File: src/rtl/io_pkg.sv
// Shared definitions for the memory-mapped I/O peripherals.
// Holds the I/O window tag, the UART register offsets and the state encoding
// shared by the UART transmit and receive FSMs.
package io_pkg;

  // Upper address byte that selects the I/O window (0xFFxx).
  localparam logic [7:0] IO_HI        = 8'hFF;

  // UART register offsets within the I/O window.
  localparam logic [7:0] UART_TX_DATA = 8'h00;
  localparam logic [7:0] UART_TX_STAT = 8'h04;
  localparam logic [7:0] UART_RX_DATA = 8'h08;
  localparam logic [7:0] UART_RX_STAT = 8'h0C;

  // Serial frame phases, used by both the TX and the RX FSM.
  typedef enum logic [1:0] {
    ST_IDLE  = 2'd0,
    ST_START = 2'd1,
    ST_DATA  = 2'd2,
    ST_STOP  = 2'd3
  } uart_state_e;

endpackage

File: src/rtl/uart_rx_core.sv
// 8N1 serial receiver.
// Ports:
//   clk, rst     - system clock, synchronous active-high reset
//   rx_i         - asynchronous serial input (idle high)
//   byte_o       - last assembled byte (stable once byte_valid_o has pulsed)
//   byte_valid_o - one-cycle pulse: a frame with a good stop bit completed
//   frame_err_o  - one-cycle pulse: a frame ended with a low stop bit
module uart_rx_core
  import io_pkg::*;
#(
  parameter int unsigned CLK_DIV = 868
) (
  input  logic       clk,
  input  logic       rst,
  input  logic       rx_i,
  output logic [7:0] byte_o,
  output logic       byte_valid_o,
  output logic       frame_err_o
);

  localparam logic [15:0] DIV_M1  = 16'(CLK_DIV - 1);
  localparam logic [15:0] HALF_M1 = 16'(CLK_DIV / 2 - 1);

  logic        sync1_q, sync2_q, prev_q;
  uart_state_e state_q, state_d;
  logic [15:0] cnt_q, cnt_d;
  logic [2:0]  bit_q, bit_d;
  logic [7:0]  shreg_q, shreg_d;
  logic        valid_q, valid_d;
  logic        ferr_q, ferr_d;

  // NOTE: every state element is updated with non-blocking assignments so all
  // flops sample the pre-edge values regardless of statement order.
  always_ff @(posedge clk) begin
    if (rst) begin
      // Synchronizer resets to the idle line level so no false start is seen.
      sync1_q <= 1'b1;
      sync2_q <= 1'b1;
      prev_q  <= 1'b1;
      state_q <= ST_IDLE;
      cnt_q   <= '0;
      bit_q   <= '0;
      shreg_q <= '0;
      valid_q <= 1'b0;
      ferr_q  <= 1'b0;
    end else begin
      sync1_q <= rx_i;
      sync2_q <= sync1_q;
      prev_q  <= sync2_q;
      state_q <= state_d;
      cnt_q   <= cnt_d;
      bit_q   <= bit_d;
      shreg_q <= shreg_d;
      valid_q <= valid_d;
      ferr_q  <= ferr_d;
    end
  end

  // NOTE: every signal written here gets a default first, so no path through
  // the case statement can leave it unassigned and infer a latch.
  always_comb begin
    state_d = state_q;
    cnt_d   = cnt_q;
    bit_d   = bit_q;
    shreg_d = shreg_q;
    valid_d = 1'b0;
    ferr_d  = 1'b0;
    unique case (state_q)
      ST_IDLE: begin
        if (prev_q && !sync2_q) begin
          state_d = ST_START;
          cnt_d   = '0;
        end
      end
      ST_START: begin
        // Re-check the line mid-bit; a high level means the edge was a glitch.
        if (cnt_q == HALF_M1) begin
          cnt_d   = '0;
          bit_d   = '0;
          state_d = sync2_q ? ST_IDLE : ST_DATA;
        end else begin
          cnt_d = cnt_q + 16'd1;
        end
      end
      ST_DATA: begin
        if (cnt_q == DIV_M1) begin
          cnt_d   = '0;
          shreg_d = {sync2_q, shreg_q[7:1]};  // LSB arrives first
          if (bit_q == 3'd7) state_d = ST_STOP;
          else               bit_d   = bit_q + 3'd1;
        end else begin
          cnt_d = cnt_q + 16'd1;
        end
      end
      ST_STOP: begin
        if (cnt_q == DIV_M1) begin
          cnt_d   = '0;
          state_d = ST_IDLE;
          valid_d = sync2_q;
          ferr_d  = !sync2_q;
        end else begin
          cnt_d = cnt_q + 16'd1;
        end
      end
      default: state_d = ST_IDLE;
    endcase
  end

  assign byte_o       = shreg_q;
  assign byte_valid_o = valid_q;
  assign frame_err_o  = ferr_q;

endmodule

File: src/rtl/io_uart.sv
// Memory-mapped 8N1 UART on the data-memory I/O bus (window 0xFFxx).
// Ports:
//   clk, rst         - system clock, synchronous active-high reset
//   io_addr/io_dout  - bus address and store data
//   io_we/io_rd      - store/load strobes (also asserted outside the window)
//   io_din           - combinational read data, 0 when not selected
//   uart_tx/uart_rx  - serial out (idle high) / asynchronous serial in
// Registers: 0x00 TX_DATA (W), 0x04 TX_STAT (R), 0x08 RX_DATA (R, clears
// RX flags), 0x0C RX_STAT (R: bit0 valid, bit1 overrun, bit2 frame error).
module io_uart
  import io_pkg::*;
#(
  parameter int unsigned CLK_DIV = 868,
  parameter logic [7:0]  IO_HI   = io_pkg::IO_HI
) (
  input  logic        clk,
  input  logic        rst,
  input  logic [15:0] io_addr,
  input  logic [31:0] io_dout,
  input  logic        io_we,
  input  logic        io_rd,
  output logic [31:0] io_din,
  output logic        uart_tx,
  input  logic        uart_rx
);

  localparam logic [15:0] DIV_M1 = 16'(CLK_DIV - 1);

  logic       sel;
  logic [7:0] off;
  logic       tx_ready, wr_accept, rd_clear;
  logic [7:0] rx_core_byte;
  logic       rx_core_valid, rx_core_ferr;

  uart_state_e tx_state_q, tx_state_d;
  logic [15:0] tx_cnt_q, tx_cnt_d;
  logic [2:0]  tx_bit_q, tx_bit_d;
  logic [7:0]  tx_shreg_q, tx_shreg_d;
  logic        tx_q, tx_d;
  logic [7:0]  rx_byte_q, rx_byte_d;
  logic        rx_valid_q, rx_valid_d;
  logic        overrun_q, overrun_d;
  logic        frame_err_q, frame_err_d;

  // Only the low byte of store data reaches the transmitter.
  logic unused_dout;
  assign unused_dout = ^io_dout[31:8];

  assign sel       = (io_addr[15:8] == IO_HI);
  assign off       = io_addr[7:0];
  assign tx_ready  = (tx_state_q == ST_IDLE);
  assign wr_accept = sel && io_we && (off == UART_TX_DATA) && tx_ready;
  assign rd_clear  = sel && io_rd && (off == UART_RX_DATA);

  uart_rx_core #(.CLK_DIV(CLK_DIV)) u_rx (
    .clk          (clk),
    .rst          (rst),
    .rx_i         (uart_rx),
    .byte_o       (rx_core_byte),
    .byte_valid_o (rx_core_valid),
    .frame_err_o  (rx_core_ferr)
  );

  always_ff @(posedge clk) begin
    if (rst) begin
      tx_state_q  <= ST_IDLE;
      tx_cnt_q    <= '0;
      tx_bit_q    <= '0;
      tx_shreg_q  <= '0;
      tx_q        <= 1'b1;
      rx_byte_q   <= '0;
      rx_valid_q  <= 1'b0;
      overrun_q   <= 1'b0;
      frame_err_q <= 1'b0;
    end else begin
      tx_state_q  <= tx_state_d;
      tx_cnt_q    <= tx_cnt_d;
      tx_bit_q    <= tx_bit_d;
      tx_shreg_q  <= tx_shreg_d;
      tx_q        <= tx_d;
      rx_byte_q   <= rx_byte_d;
      rx_valid_q  <= rx_valid_d;
      overrun_q   <= overrun_d;
      frame_err_q <= frame_err_d;
    end
  end

  // Transmit FSM. The serial line is registered from the next state so it
  // changes exactly on the phase boundaries and cannot glitch.
  always_comb begin
    tx_state_d = tx_state_q;
    tx_cnt_d   = tx_cnt_q;
    tx_bit_d   = tx_bit_q;
    tx_shreg_d = tx_shreg_q;
    unique case (tx_state_q)
      ST_IDLE: begin
        if (wr_accept) begin
          tx_state_d = ST_START;
          tx_cnt_d   = '0;
          tx_shreg_d = io_dout[7:0];
        end
      end
      ST_START: begin
        if (tx_cnt_q == DIV_M1) begin
          tx_cnt_d   = '0;
          tx_bit_d   = '0;
          tx_state_d = ST_DATA;
        end else begin
          tx_cnt_d = tx_cnt_q + 16'd1;
        end
      end
      ST_DATA: begin
        if (tx_cnt_q == DIV_M1) begin
          tx_cnt_d = '0;
          if (tx_bit_q == 3'd7) begin
            tx_state_d = ST_STOP;
          end else begin
            tx_bit_d   = tx_bit_q + 3'd1;
            tx_shreg_d = {1'b0, tx_shreg_q[7:1]};
          end
        end else begin
          tx_cnt_d = tx_cnt_q + 16'd1;
        end
      end
      ST_STOP: begin
        if (tx_cnt_q == DIV_M1) begin
          tx_cnt_d   = '0;
          tx_state_d = ST_IDLE;
        end else begin
          tx_cnt_d = tx_cnt_q + 16'd1;
        end
      end
      default: tx_state_d = ST_IDLE;
    endcase

    unique case (tx_state_d)
      ST_START: tx_d = 1'b0;
      ST_DATA:  tx_d = tx_shreg_d[0];
      default:  tx_d = 1'b1;
    endcase
  end

  // Receive holding register. A completing frame is applied after the read
  // clear, so it wins over a same-cycle RX_DATA read; overrun looks at the
  // pre-read valid flag.
  always_comb begin
    rx_byte_d   = rx_byte_q;
    rx_valid_d  = rx_valid_q;
    overrun_d   = overrun_q;
    frame_err_d = frame_err_q;
    if (rd_clear) begin
      rx_valid_d  = 1'b0;
      overrun_d   = 1'b0;
      frame_err_d = 1'b0;
    end
    if (rx_core_valid) begin
      rx_byte_d  = rx_core_byte;
      rx_valid_d = 1'b1;
      if (rx_valid_q) overrun_d = 1'b1;
    end
    if (rx_core_ferr) frame_err_d = 1'b1;
  end

  // Zero-latency read mux: the memory unit completes loads in the same cycle.
  always_comb begin
    io_din = '0;
    if (sel) begin
      unique case (off)
        UART_TX_STAT: io_din = {31'b0, tx_ready};
        UART_RX_DATA: io_din = {24'b0, rx_byte_q};
        UART_RX_STAT: io_din = {29'b0, frame_err_q, overrun_q, rx_valid_q};
        default:      io_din = '0;
      endcase
    end
  end

  assign uart_tx = tx_q;

endmodule

File: config.mk
export PLATFORM = sky130hd
export DESIGN_NAME = io_uart
export DESIGN_NICKNAME = d
export VERILOG_FILES = /design/src/rtl/io_pkg.sv /design/src/rtl/uart_rx_core.sv /design/src/rtl/io_uart.sv
export SDC_FILE = /design/constraint.sdc
export NUM_CORES = 1
export LEC_CHECK = 0
export CORE_MARGIN = 5
export CORE_UTILIZATION = 51
export DETAILED_ROUTE_END_ITERATION = 16
export GPL_ROUTABILITY_DRIVEN = 0
export PLACE_DENSITY = 0.82
export REMOVE_ABC_BUFFERS = 1
export SLEW_MARGIN = 10
export SYNTH_ARGS = -nofsm -noshare
export SYNTH_HDL_FRONTEND = slang
export SYNTH_SLANG_ARGS = --single-unit
File: constraint.sdc
create_clock -name clk -period 2.92 [get_ports clk]
set_input_delay 0.584 -clock clk [delete_from_list [all_inputs] [get_ports clk]]
set_output_delay 0.584 -clock clk [all_outputs]
set_load 0.005 [all_outputs]
==> flow_metrics.tcl, run 1 <==
set metrics [dict create \
    status "finished clean" \
    worst_slew_pin_slew_ps 1220 \
    seq_area_frac_synth_pct 38.6 \
    grt_pass1_vias 3209 \
    wl_mm 8.23 \
    multi_input_area_um2 2150 \
    cts_tree "done" \
    peakVddDrop_mv 0.453 \
    grt_usage_pct 17.4 \
    cp.required_ps 2340 \
    nets 553 \
    drt-initial-drc-count 177 \
    clk_pin_slew_ps 90 \
    skew_ps 6.16 \
    fmax_mhz 351 \
    grt_antenna_before_repair 0 \
    drc 0 \
    row_count 31 \
    yosysUniqueCellTypes 60 \
    worstPathMaxFanout 2 \
    wl_per_cell_um 13.8 \
    dp_worst_setup_slack_ps -363 \
    cts_sinks 75 \
    synth_edf_count 0 \
    instances_no_fill 597 \
    syn_area_um2 3890 \
    dieArea_um2 9470 \
    seq_area_um2 1500 \
    synth_top_area_share_pct 38.6 \
    setup.worst_path.class "in -> out" \
    cp-start-kind "input pin" \
    overflow 0 \
    htreeDepth 3 \
    final_cell_area_um2 4460 \
    grt_pass1_wl_mm 14.3 \
    clockBufferDepth 2 \
    antenna_cells 0 \
    synth-async-reset-ratio_pct 0 \
    portBuffers 37 \
    drive_gt1_share_pct 10.8 \
    vias 3257 \
    initial_core_util_pct 53.0 \
    cts-root-buf "clkbuf_8" \
    syn2layout_area_growth_pct 14.8 \
    min_period_ps 2850 \
    p_per_area_nw_per_um2 447 \
    synth.avg_cell_area_um2 8.56 \
    fill_cells 624 \
    worstPathArrival_ps 2260 \
    rr_worst_depth 6 \
    cts-buffers-inserted 9 \
    crit_end "io_din[0]" \
    final_hold_viol_count 0 \
    crit_path_start "io_addr[8]" \
    insertion_delay_ps 350 \
    fp.coreArea_um2 7330 \
    rr_startpoint "tx_cnt_q[0]$_SDFFE_PP0N_" \
    dp_cells 578 \
    reg2reg_to "tx_cnt_q[14]$_SDFFE_PP0N_" \
    cp-end-kind "output pin" \
    reg2reg_slack_ps 560 \
    slew_headroom_pct 18.7 \
    via_per_inst 5.46 \
    ys_ff_latch 75 \
    p_leak_nw 1.61 \
    ant_nets 0 \
    dp_hpwl_mm 5.78 \
    yosysTopAreaCell "dfxtp_1" \
    dr.pass1.iters 4 \
    slew_violations 0 \
    synth_ff_type "dfxtp_1" \
    maxCapViolations 0 \
    worst_slack_ps 72.4 \
    hold_path.class "reg -> reg" \
    fp.dieW_um 97.3 \
    die_y_um 97.3 \
    synthTopCellsByArea "dfxtp_1, nor2_1, mux2i_1" \
    setup_viol 0 \
    post_dp_cell_area_um2 4250 \
    min_path_cells 1 \
    period_share_pct 97.5 \
    synthesis.instances 454 \
    ys_warn_count 0 \
    io_pins 86 \
    grt_max_degree 38 \
]
## how the worst min path moves through the flow
stage                            start                      end
2_1_floorplan  u_rx.sync1_q$_SDFF_PP1_  u_rx.sync2_q$_SDFF_PP1_
4_1_cts        u_rx.sync1_q$_SDFF_PP1_  u_rx.sync2_q$_SDFF_PP1_
6_report       u_rx.sync1_q$_SDFF_PP1_  u_rx.sync2_q$_SDFF_PP1_
3_5_place_dp   u_rx.sync1_q$_SDFF_PP1_  u_rx.sync2_q$_SDFF_PP1_
3_3_place_gp   u_rx.sync1_q$_SDFF_PP1_  u_rx.sync2_q$_SDFF_PP1_
5_1_grt        u_rx.sync1_q$_SDFF_PP1_  u_rx.sync2_q$_SDFF_PP1_
## cells in the final DEF (no fill, tap or decap), drive strengths merged, types with 3 or more instances in the layout
cell type	n
a21oi	23
or3	5
dfxtp	75
ha	7
clkbuf	10
a311oi	3
and3	8
xnor2	7
and4	4
or2	4
nand4	11
clkinv	4
nand2	38
nor4	5
a31oi	6
nor2	61
dlygate4sd2	5
nand3	21
inv	13
nor3	19
mux2i	21
or4	3
conb	24
and2	7
clkdlybuf4s50	24
buf	18
nand3b	4
a211oi	10
nand2b	5
a22oi	8
o32ai	3
xor2	6
nor4b	3
o21ai	11
## worst max-delay path: stages
cell             delay [ps]
clkdlybuf4s50_1         460
nand4_1                 170
buf_4                   180
or4_4                   510
nor2_1                  110
dlygate4sd2_1           260
## logic make-up after synthesis
kind of cell             Yosys count  synth area share [%]
XOR/XNOR                          13                  2.93
AO/OA/AOI/OAI                     75                  13.2
adder cells (fa/ha/maj)            7                  2.25
buffers and inverters             56                  8.43
other                              1                0.0965
multiplexers                      21                  5.41
AND/OR/NAND/NOR                  206                  29.0
flip-flops                        75                  38.6
## final cells by class
cell class | count | share of cell area (%)
Tap cell | 99 | 2.78
Inverter | 11 | 0.925
Clock buffer | 9 | 2.78
Sequential cell | 75 | 33.7
Timing Repair Buffer | 50 | 9.84
Clock inverter | 7 | 1.91
Multi-Input combinational cell | 346 | 48.1
## sequential cells by signal (all words and copies together) (netlist names), 2 cells and up, named ones only
name         cells
tx_bit_q         3
tx_shreg_q       8
tx_cnt_q        16
u_rx.cnt_q      16
tx_state_q       2
rx_byte_q        8
u_rx.byte_o      8
u_rx.bit_q       3
## power by group
group | switching, mW | leakage, nW | internal [mW] | total, mW
combinational | 0.0707 | 0.901 | 0.0559 | 0.127
sequential | 0.00800 | 0.605 | 1.03 | 1.04
clock | 0.422 | 0.106 | 0.409 | 0.831
## synth_stat cells (8+ instances only)
master and n:
clkbuf_1 12, inv_1 11, a211oi_1 10, and3_1 8, mux2i_1 21, nand2_1 38
nand4_1 10, o21ai_0 11, nand3_1 21, nor3_1 18, buf_4 27, nor2_1 59
a21oi_1 23, dfxtp_1 75
## layer usage
metal / wire length [µm] / global-route usage [%]
met3: 362 / 5.17
met4: 96 / 5.43
met5: 0 / 0
met2: 4170 / 30.1
met1: 3600 / 20.8
## per-stage QoR
stage | power (mW) | utilization (%) | TNS [ps] | hold slack [ps]
after CTS | 2.01 | 61.1 | 0 | 427
after floorplan | 1.12 | - | 0 | 389
final | 1.99 | 60.9 | 0 | 423
after global placement | 1.18 | 58.0 | -2510 | 393
after global routing | 2.07 | 60.9 | -5.78 | 444
after detailed placement | 1.19 | 58.0 | -2540 | 401
## what timing repair did
action	4_1_cts	5_1_grt
pin swaps	5	4
resized for setup	30	2
buffers inserted	3	1
hold buffers	0	0
setup endpoints to repair	8	7
(Power assumes the default switching activity.)
==> inputs of run 2 (changes only) <==
Settings changed: PLACE_DENSITY 0.82 to 0.81, SYNTH_HIERARCHICAL set to 1.
==> flow_metrics.tcl, run 2 <==
set metrics [dict create \
    hold_path.class "reg -> reg" \
    synth_ff_type "dfxtp_1" \
    synthesis.instances 469 \
    fill_cells 659 \
    wl_per_cell_um 14.3 \
    cp-start-kind "input pin" \
    drt-initial-drc-count 125 \
    post_dp_cell_area_um2 4400 \
    setup.worst_path.class "in -> out" \
    dr.pass1.iters 5 \
    ys_top_cells_by_count "dfxtp_1, nor2_1, a21oi_1, nand2_1, nand3_1" \
    slew_headroom_pct 26.1 \
    via_per_inst 5.69 \
    vias 3515 \
    worstPathMaxFanout 2 \
    synth_top_family_by_area "simple AND/OR/NAND/NOR gates" \
    synth.avg_cell_area_um2 8.58 \
    fmax_mhz 353 \
    slew_violations 0 \
    insertion_delay_ps 340 \
    synth-async-reset-ratio_pct 0 \
    top_regs "tx_cnt_q (16), u_rx/cnt_q (16)" \
    dieArea_um2 9770 \
    synth_top_area_share_pct 37.3 \
    grt_max_degree 38 \
    final_cell_area_um2 4680 \
    setup_viol 0 \
    fp.dieW_um 98.9 \
    cts-root-buf "clkbuf_8" \
    worst_slew_pin_slew_ps 1100 \
    nets 571 \
    hold_start "u_rx/sync1_q$_SDFF_PP1_" \
    grt_pass1_wl_mm 15.0 \
    portBuffers 37 \
    row_count 32 \
    synth_compound_area_share_pct 16.2 \
    synthAdderAreaFrac_pct 2.18 \
    min_period_ps 2830 \
    clk_pin_slew_ps 80 \
    layout_common_cells "dfxtp_1, nor2_1, a21oi_1" \
    dp_hpwl_mm 6.21 \
    synth_xor_area_share_pct 1.09 \
    skew_ps 6.45 \
    cts-buffers-inserted 9 \
    cp.required_ps 2340 \
    grt_usage_pct 18.3 \
    die_y_um 98.9 \
    cts_sinks 75 \
    final_common_cell "dfxtp_1" \
    synth_edf_count 0 \
    fp.coreArea_um2 7730 \
    yosysUniqueCellTypes 60 \
    grt_antenna_before_repair 1 \
    p_leak_nw 1.63 \
    clockBufferDepth 2 \
    yosysTopAreaCell "dfxtp_1" \
    fin_tns_setup_ps 0 \
    ys_warn_count 6 \
    ant_nets 0 \
    maxCapViolations 0 \
    period_share_pct 97.0 \
    initial_core_util_pct 52.1 \
    rsz0062_at_grt "no" \
    ctsHoldBuffers 0 \
    syn2layout_area_growth_pct 16.3 \
    ys_ff_latch 75 \
    syn_area_um2 4030 \
    worstPathArrival_ps 2250 \
    synthTopCellsByArea "dfxtp_1, mux2i_1, buf_4" \
    seq_area_frac_synth_pct 37.3 \
    htreeDepth 3 \
    cp-end-kind "output pin" \
    overflow 0 \
    wl_mm 8.83 \
    final_hold_viol_count 0 \
    grt_pass1_vias 3257 \
    synth-simple-area-share_pct 29.0 \
    antenna_cells 0 \
    crit_path_start "io_addr[5]" \
    drc 0 \
    rr_startpoint "tx_state_q[0]$_SDFF_PP0_" \
    cts_tree "done" \
    synth.area.mux_share_pct 5.50 \
    p_per_area_nw_per_um2 411 \
    post-synth-top-count-cell "dfxtp_1" \
    status "finished clean" \
    drive_gt1_share_pct 13.0 \
    peakVddDrop_mv 0.270 \
    io_pins 86 \
]
==> run 2: changes by cell type after synthesis, sizes merged, moves of 3 or more <==
cell    previous run  this run
nand4b             1         5
nor3              19        16
a21oi             23        37
nand4             11         5
xor2               6         1
buf               33        29
clkbuf            12        17
nor2              61        46
a41oi              1         5
a31oi              6         9
and3               8         5
xnor2              7         4
or4                3         7
nand3             21        34
==> run 2: kinds of logic after synthesis <==
logic type / Yosys count
simple gates: 201
compound gates: 99
flops: 75
buf+inv: 59
mux: 22
fa+ha+maj: 7
xor+xnor: 5
other cells: 1
==> run 2: power breakdown <==
group	leakage (nW)	switching, mW	internal, mW
combinational	0.926	0.0560	0.0507
sequential	0.605	0.00583	1.03
clock	0.0966	0.390	0.397
total	1.63	0.452	1.47
==> run 2: per-stage QoR <==
| step | cells | hold slack, ps | worst slack, ps | utilization (%) | total power [mW] |
|---|---|---|---|---|---|
| floorplan | 445 | 389 | 451 | - | 1.09 |
| CTS | 617 | 418 | 2.40 | 60.2 | 1.94 |
| detailed placement | 597 | 399 | -495 | 56.9 | 1.16 |
| global route | 618 | 433 | 6.84 | 60.6 | 2.02 |
| finish | 618 | 418 | 86.6 | 60.6 | 1.92 |
| global placement | 597 | 392 | -494 | 56.9 | 1.16 |
==> run 2: critical path: stages <==
cell and delay (ps):
dlygate4sd2_1 230, or4_4 530, buf_4 150, or4_4 420
nor2_1 110, clkdlybuf4s15_1 210
==> run 2: layer usage <==
layer | vias to the layer above | wire [µm] | track usage [%]
met5 | - | 13 | 0
met2 | 97 | 4400 | 30.8
li1 | 1760 | - | -
met3 | 6 | 525 | 6.02
met1 | 1650 | 3850 | 22.7
met4 | 2 | 38 | 4.31
==> run 2: path summary, 6_finish.rpt <==
kind                                                 end  slack (ps)  depth (start not counted)
worst min register to register   u_rx/sync2_q$_SDFF_PP1_         420                          1
worst max register to register  tx_cnt_q[8]$_SDFFE_PP0N_         520                          5
worst max-delay path                           io_din[0]          90                          6
worst min-delay path             u_rx/sync2_q$_SDFF_PP1_         420                          1
==> run 2: area by class of cell <==
class | count | area [µm²] | share of cell area, %
multi-input combinational | 358 | 2300 | 49.1
sequential | 75 | 1500 | 32.1
timing repair buffer | 55 | 515 | 11.0
clock buffer | 10 | 128 | 2.73
tap | 102 | 128 | 2.73
clock inverter | 6 | 65.1 | 1.39
inverter | 12 | 45.0 | 0.962
==> run 2: what timing repair did <==
action / in CTS / in global routing
setup buffers: 4 / 1
setup endpoints to repair: 8 / 8
gates cloned: 0 / 0
pin swaps: 7 / 3
resized for setup: 38 / 8
==> inputs of run 3 (changes only) <==
Settings changed: CELL_PAD_IN_SITES_DETAIL_PLACEMENT set to 0, CELL_PAD_IN_SITES_GLOBAL_PLACEMENT set to 1, CORE_UTILIZATION 51 to 38.
==> flow_metrics.tcl, run 3 (synthesized netlist as in run 2, its figures left out) <==
set metrics [dict create \
    setup_viol 0 \
    status "finished clean" \
    syn2layout_area_growth_pct 17.4 \
    nets 573 \
    period_share_pct 96.2 \
    cp-start-kind "input pin" \
    grt_pass1_wl_mm 15.9 \
    antenna_cells 0 \
    io_pins 86 \
    cts_tree "done" \
    vias 3476 \
    maxCapViolations 0 \
    wl_met3_um 407 \
    cp-end-kind "output pin" \
    dr_wl_met2_mm 4.42 \
    die_y_um 113 \
    portBuffers 37 \
    critPathTopFamily "simple AND/OR/NAND/NOR gates" \
    fmax_mhz 356 \
    top_regs "tx_cnt_q (16), u_rx/cnt_q (16)" \
    slew_headroom_pct 25.1 \
    final_hold_viol_count 0 \
    p_leak_nw 1.62 \
    skew_ps 9.88 \
    via_per_inst 5.31 \
    critPathMostFrequentCell "buf_4" \
    fp.coreArea_um2 10300 \
    min_period_ps 2810 \
    ant_nets 0 \
    cts-root-buf "clkbuf_8" \
    drt-initial-drc-count 106 \
    grt_max_degree 51 \
    dieArea_um2 12800 \
    drc 0 \
    rsz0062_at_grt "no" \
    dp_worst_setup_slack_ps -555 \
    wl_met1_mm 4.35 \
    setup.worst_path.class "in -> out" \
    final_common_cell "dfxtp_1" \
    grt_antenna_before_repair 0 \
    clockBufferDepth 2 \
    post-route-util_pct 45.8 \
    wl_mm 9.37 \
    layout_common_cells "dfxtp_1, nor2_1, a21oi_1" \
    grt_pass1_vias 3333 \
    cpMaxStageDelayCell "or4_4" \
    worstPathArrival_ps 2220 \
    cts-buffers-inserted 9 \
    whs_ps 423 \
    dr.pass1.iters 4 \
    worst_slew_pin_slew_ps 1120 \
    drive_gt1_share_pct 13.5 \
    overflow 0 \
    grt_usage_pct 14.9 \
    hold_path.class "reg -> reg" \
    crit_path_max_incr_delay_ps 490 \
    instances_no_fill 654 \
    cp_num_buf_inv 4 \
    cts_sinks 75 \
    slew_violations 0 \
    fill_cells 1016 \
    initial_core_util_pct 39.0 \
    path_cells "clkdlybuf4s15_1, or4_4, nor4_4, nand2_1, buf_4, buf_4, nor2_1, dlygate4sd2_1" \
    htreeDepth 3 \
    worstPathMaxFanout 2 \
    p_per_area_nw_per_um2 425 \
    fin_tns_setup_ps 0 \
    cp.required_ps 2340 \
    row_count 37 \
    dp_cells 631 \
    peakVddDrop_mv 0.256 \
    fp.dieW_um 113 \
    clk_pin_slew_ps 90 \
    worst_slack_ps 112 \
    wl_per_cell_um 14.3 \
    insertion_delay_ps 360 \
    dp_hpwl_mm 6.73 \
    top_layer "met4" \
]
==> run 3: where the power goes <==
group	leakage [nW]	internal [mW]	switching [mW]	total (mW)
registers	0.605	1.03	0.00632	1.03
clock network	0.108	0.422	0.448	0.869
logic	0.907	0.0496	0.0561	0.106
total	1.62	1.50	0.510	2.01
==> run 3: routing by layer <==
metal | vias to the layer above | track usage (%)
met5 | - | 0
li1 | 1757 | -
met4 | 0 | 5.13
met1 | 1638 | 19.3
met3 | 14 | 3.64
met2 | 67 | 24.4
==> run 3: worst paths after layout <==
| kind | from | end | slack [ps] | cells after the start |
|---|---|---|---|---|
| setup reg to reg | u_rx/cnt_q[1]$_SDFFE_PP0P_ | u_rx/cnt_q[5]$_SDFFE_PP0P_ | 600 | 7 |
| hold / removal | u_rx/sync1_q$_SDFF_PP1_ | u_rx/sync2_q$_SDFF_PP1_ | 420 | 1 |
| setup / recovery | io_addr[0] | io_din[1] | 110 | 8 |
| hold reg to reg | u_rx/sync1_q$_SDFF_PP1_ | u_rx/sync2_q$_SDFF_PP1_ | 420 | 1 |
==> run 3: per-stage QoR <==
stage          total power, mW  area, µm²
2_1_floorplan             1.09       3810
3_3_place_gp              1.16       4440
3_5_place_dp              1.16       4440
4_1_cts                   2.03       4740
5_1_grt                   2.09       4730
6_report                  2.01       4730
==> run 3: area by class of cell <==
type	instances	area, µm²	area share [%]
clock inverters	7	91.3	1.93
flip-flops and latches	75	1500	31.8
repair buffers	57	509	10.8
multi-input cells	358	2280	48.3
inverters	12	45.0	0.953
well taps	136	170	3.60
clock buffers	9	124	2.62
==> run 3: repair_timing <==
item	CTS	global route
resized for setup	40	6
buffers inserted	8	0
hold buffers	0	0
pin swaps	7	5
setup endpoints to repair	8	7
